**src/rtl/signed_counter_monitor_pkg.sv**
```systemverilog
// Shared encodings and constants for the signed counter monitor.
package signed_counter_monitor_pkg;

  localparam logic [0:0] INIT = 1'b0;
  localparam logic [0:0] RUN  = 1'b1;

  localparam logic [1:0] CMD_NONE = 2'b00;
  localparam logic [1:0] CMD_UP   = 2'b10;
  localparam logic [1:0] CMD_DN   = 2'b01;
  localparam logic [1:0] CMD_BOTH = 2'b11;

  localparam int unsigned DEF_W = 8;
  localparam logic signed [DEF_W-1:0] SMAX = {1'b0, {(DEF_W-1){1'b1}}};
  localparam logic signed [DEF_W-1:0] SMIN = {1'b1, {(DEF_W-1){1'b0}}};

endpackage

```
**src/rtl/signed_counter_monitor_sat_counter.sv**
```systemverilog
// Saturating event counter; clr restarts the count and absorbs a same-edge increment.
module sat_counter #(
  parameter int CW = 4
) (
  input  logic          clk,
  input  logic          rst,
  input  logic          clr,
  input  logic          inc,
  output logic [CW-1:0] cnt
);

  always_ff @(posedge clk) begin
    if (rst) begin
      cnt <= '0;
    end else if (clr) begin
      cnt <= inc ? CW'(1) : '0;
    end else if (inc && (cnt != '1)) begin
      cnt <= cnt + 1'b1;
    end
  end

endmodule

```
**src/rtl/signed_counter_monitor.sv**
```systemverilog
// Passive monitor detecting two's-complement wrap of a signed up/down counter.
module signed_counter_monitor
  import signed_counter_monitor_pkg::*;
#(
  parameter int W  = 8,
  parameter int CW = 4
) (
  input  logic                clk,
  input  logic                rst,
  input  logic                en,
  input  logic                clr,
  input  logic                up,
  input  logic                dn,
  input  logic signed [W-1:0] q,
  output logic                overflow,
  output logic                underflow,
  output logic [CW-1:0]       ovf_cnt,
  output logic [CW-1:0]       unf_cnt,
  output logic signed [W-1:0] q_min,
  output logic signed [W-1:0] q_max,
  output logic                sticky_err,
  output logic                armed
);

  localparam logic signed [W-1:0] QMAX = {1'b0, {(W-1){1'b1}}};
  localparam logic signed [W-1:0] QMIN = {1'b1, {(W-1){1'b0}}};

  logic [0:0]          state;
  logic signed [W-1:0] q_prev;
  logic [1:0]          cmd_prev;
  logic signed [W:0]   q_ext;
  logic signed [W:0]   p_ext;
  logic                ovf_det;
  logic                unf_det;

  assign q_ext = {q[W-1], q};
  assign p_ext = {q_prev[W-1], q_prev};

  // cmd_prev is the command that produced the current q, so it decides the direction.
  always_comb begin
    ovf_det = 1'b0;
    unf_det = 1'b0;
    if (en && (state == RUN)) begin
      ovf_det = (cmd_prev == CMD_UP) && (q_ext < p_ext);
      unf_det = (cmd_prev == CMD_DN) && (q_ext > p_ext);
    end
  end

  always_ff @(posedge clk) begin
    if (rst) begin
      state     <= INIT;
      q_prev    <= '0;
      cmd_prev  <= CMD_NONE;
      overflow  <= 1'b0;
      underflow <= 1'b0;
    end else begin
      overflow  <= ovf_det;
      underflow <= unf_det;
      if (en) begin
        state    <= RUN;
        q_prev   <= q;
        cmd_prev <= {up, dn};
      end
    end
  end

  // clr restores reset values first, then the current sample is absorbed.
  always_ff @(posedge clk) begin
    if (rst) begin
      q_min      <= QMAX;
      q_max      <= QMIN;
      sticky_err <= 1'b0;
    end else begin
      if (en) begin
        if (clr) begin
          q_min <= q;
          q_max <= q;
        end else begin
          if (q < q_min) q_min <= q;
          if (q > q_max) q_max <= q;
        end
      end else if (clr) begin
        q_min <= QMAX;
        q_max <= QMIN;
      end
      if (clr) begin
        sticky_err <= ovf_det | unf_det;
      end else if (ovf_det || unf_det) begin
        sticky_err <= 1'b1;
      end
    end
  end

  assign armed = (state == RUN);

  sat_counter #(.CW(CW)) u_ovf_cnt (
    .clk (clk),
    .rst (rst),
    .clr (clr),
    .inc (ovf_det),
    .cnt (ovf_cnt)
  );

  sat_counter #(.CW(CW)) u_unf_cnt (
    .clk (clk),
    .rst (rst),
    .clr (clr),
    .inc (unf_det),
    .cnt (unf_cnt)
  );

endmodule

```
**config.mk**
```make
export PLATFORM = sky130hd
export DESIGN_NAME = signed_counter_monitor
export DESIGN_NICKNAME = d
export VERILOG_FILES = /design/src/rtl/signed_counter_monitor_pkg.sv /design/src/rtl/signed_counter_monitor_sat_counter.sv /design/src/rtl/signed_counter_monitor.sv
export SDC_FILE = /design/constraint.sdc
export NUM_CORES = 1
export LEC_CHECK = 0
export CORE_ASPECT_RATIO = 1.25
export CORE_UTILIZATION = 25
export CTS_BUF_LIST = sky130_fd_sc_hd__clkbuf_8
export DETAILED_ROUTE_END_ITERATION = 10
export PLACE_DENSITY = 0.54
export SLEW_MARGIN = 30
export SYNTH_ARGS = -nofsm -noshare
export SYNTH_HDL_FRONTEND = slang
export SYNTH_HIERARCHICAL = 1
export SYNTH_SLANG_ARGS = --single-unit
```
**constraint.sdc**
```tcl
create_clock -name clk -period 2.9 [get_ports clk]
set_clock_uncertainty 0.05 [all_clocks]
set_input_delay 0.87 -clock clk [delete_from_list [all_inputs] [get_ports clk]]
set_output_delay 0.87 -clock clk [all_outputs]
set_load 0.01 [all_outputs]
```
==> results of run 1 <==
-- sequential cells by signal, summed over array words and instances (netlist names) --
register / count
q_max: 8
q_min: 8
q_prev: 8
u_ovf_cnt/cnt: 4
u_unf_cnt/cnt: 4
cmd_prev: 2
armed: 1
overflow: 1
sticky_err: 1
underflow: 1
-- cell families (layout without fill, tap and decap cells) --
family                     count (synthesis)  count (layout)  synth area share
AOI/OAI and AO/OA                         41              41             0.127
muxes                                     30              30             0.134
adders and majority gates                 25              25             0.139
and+or+nand+nor                           89              89             0.202
buffers and inverters                     36             114            0.0626
DFF                                       38              38             0.337
-- routing by layer --
layer  part of all wire  global-route usage  vias to the layer above
met1               0.46               0.155                      960
li1                   -                   -                     1049
met3              0.042              0.0328                        6
met4             0.0079              0.0440                        0
met2               0.49               0.241                       43
met5                  0                   0                        -
-- timing repair --
item / CTS / global route
setup endpoints to repair: 20 / 16
gates cloned: 0 / 0
pin swaps: 9 / 13
gates resized for setup: 13 / 17
setup buffers: 4 / 3
-- where the power goes --
| group | internal (mW) | total (mW) | switching (mW) |
|---|---|---|---|
| Clock | 0.345 | 0.550 | 0.206 |
| Combinational | 0.172 | 0.328 | 0.156 |
| Sequential | 0.545 | 0.561 | 0.0162 |
| Total | 1.06 | 1.44 | 0.378 |
-- final cells by class --
cell class / instances / area [um2]
inverter: 28 / 105
clock inverter: 3 / 68.8
fill: 891 / 5370
clock buffer: 5 / 68.8
timing repair buffer: 78 / 712
tap: 120 / 150
multi-input combinational: 185 / 1470
sequential: 38 / 761
-- worst min-delay path, stage by stage (launching register included) --
cell and delay, ns:
dfxtp_1 0.33, mux2i_1 0.06, nor2_1 0.07
-- per-stage QoR --
stage / util / cell area [um2] / instances / TNS [ns] / hold WS, ns
after floorplan: - / 2260 / 259 / 0 / 0.410
after global placement: 0.347 / 3020 / 442 / -7.90 / 0.424
after detailed placement: 0.347 / 3020 / 442 / -8.71 / 0.429
after CTS: 0.372 / 3240 / 454 / 0 / 0.450
after global routing: 0.383 / 3340 / 457 / -0.0231 / 0.469
final: 0.383 / 3340 / 457 / 0 / 0.445
-- layout by cell type (no fill, tap or decap), types with 2 or more instances in the layout --
master | Yosys | routed
a21boi_1 | 2 | 2
a21oi_1 | 12 | 10
a21oi_2 | 0 | 2
a31oi_1 | 3 | 3
and3_4 | 2 | 2
buf_12 | 0 | 2
buf_4 | 1 | 35
bufinv_16 | 0 | 2
clkbuf_8 | 0 | 5
clkdlybuf4s50_1 | 0 | 34
dfxtp_1 | 38 | 38
dlygate4sd2_1 | 0 | 3
dlymetal6s2s_1 | 0 | 3
ha_1 | 25 | 22
ha_4 | 0 | 3
inv_1 | 28 | 27
mux2i_1 | 29 | 28
nand2_1 | 17 | 16
nand2b_1 | 13 | 13
nand4_1 | 6 | 6
nor2_1 | 36 | 34
nor2_4 | 1 | 2
nor2b_1 | 3 | 3
nor3_1 | 2 | 2
o211ai_1 | 3 | 3
o21ai_0 | 7 | 7
o31ai_1 | 2 | 2
or3_1 | 2 | 2
-- worst paths after layout --
kind | slack (ns) | cells past startpoint | to
worst max-delay path | 0.09 | 11 | u_ovf_cnt/cnt[3]
worst max register to register | 0.57 | 11 | u_ovf_cnt/cnt[2]
worst min-delay path | 0.45 | 2 | q_prev[5]
worst min register to register | 0.45 | 2 | q_prev[5]
==> qor.yml, run 1 <==
ant_nets: 0
first_global_vias: 2105
first_pass_iters: 4
synth_commonest_cells: "dfxtp_1 (38), nor2_1 (36), mux2i_1 (29)"
diodes: 0
io_buffers: 41
start_kind: "primary input"
hold_class: "register to register"
p_total_mw: 1.44
drc_errors: 0
report.final.slew_viol_count: 0
cts_made_buffers: 5
clk_pin_slew_ns: 0.09
clkLatencyLatePin_ns: 0.29
ctsHoldBuffers: 0
core_area_mm2: 0.00870
cp_num_buf_inv: 2
cts_tree: "yes"
period_minus_slack_ns: 2.81
grt_start_max_net_pins: 22
grt_pass1_wl_um: 9740
dp_hpwl_um: 4340
worst_pin_slew_ns: 0.441
netlist_area_mm2: 0.00226
syn_inst: 259
antenna_found_initial: 0
hold_start: "q_prev[5]"
ys_ff_latch: 38
power_density_mw_per_mm2: 432
synth.most_common_cell: "dfxtp_1"
via_per_inst: 4.50
drv_cap: 0
cts_buffer_depth: 2
htree_levels: 2
grt_remaining_overflow: 0
synth-main-ff-cell: "dfxtp_1"
max_freq_mhz: 356
synth_top_cell_by_area: "dfxtp_1"
ys_types: 40
hold_violations: 0
synth_area_per_cell_um2: 8.72
required_ns: 3.08
cts-root-buf: "clkbuf_8"
area_growth_pct: 47.7
cp_slowest_cell: "clkdlybuf4s50_1"
die_x_um: 87.0
seq_area_frac_synth: 0.337
drive_gt1_frac: 0.211
pre_cts_slack_ns: -0.557
syn-num-nets: 298
path_cells: "clkdlybuf4s50_1, ha_1, nand2_2, a211oi_4, buf_4, nor4_4, a21oi_2, nor2_4, nand4_1, or3_1, a21boi_1"
crit_family: "simple AND/OR/NAND/NOR gates"
ys_warn_count: 6
nets: 375
crit_path_max_incr_delay_ns: 0.45
place.gp.congestion: 0.833
startpoint: "q[2]"
post-route-period-util: 0.969
async_flop_share: 0
die_y_um: 108
cp.arrival_ns: 2.99
setup_viol: 0
max-vdd-ir-drop_mv: 0.200
critPathKind: "primary input to register"
slew_headroom: 0.706
synth_edf_count: 0
synthTopCellsByArea: "dfxtp_1 (34%), ha_1 (14%), mux2i_1 (13%)"
clock_sinks: 38
cp-end-kind: "register"
r2r_start: "q_prev[6]"
yosysTopAreaCellShare: 0.337
drt_iter0_drc: 59
track_usage: 0.135
vias: 2058
placementRows: 38
drt_wl_total_um: 5800
io_pins: 42
start_util: 0.260
fin_ws_ns: 0.0885
wl_per_cell_um: 12.7
power.leakage_nw: 1.45
outcome: "complete, no violations"
cp_max_fo: 4
die-area_mm2: 0.00942
No activity file was read; power rests on OpenSTA's default activity.
==> inputs of run 2 (changes only) <==
- TNS_END_PERCENT: unset -> 100
==> results of run 2 <==
The final DEF is identical to that of run 1; final timing and power are the same.
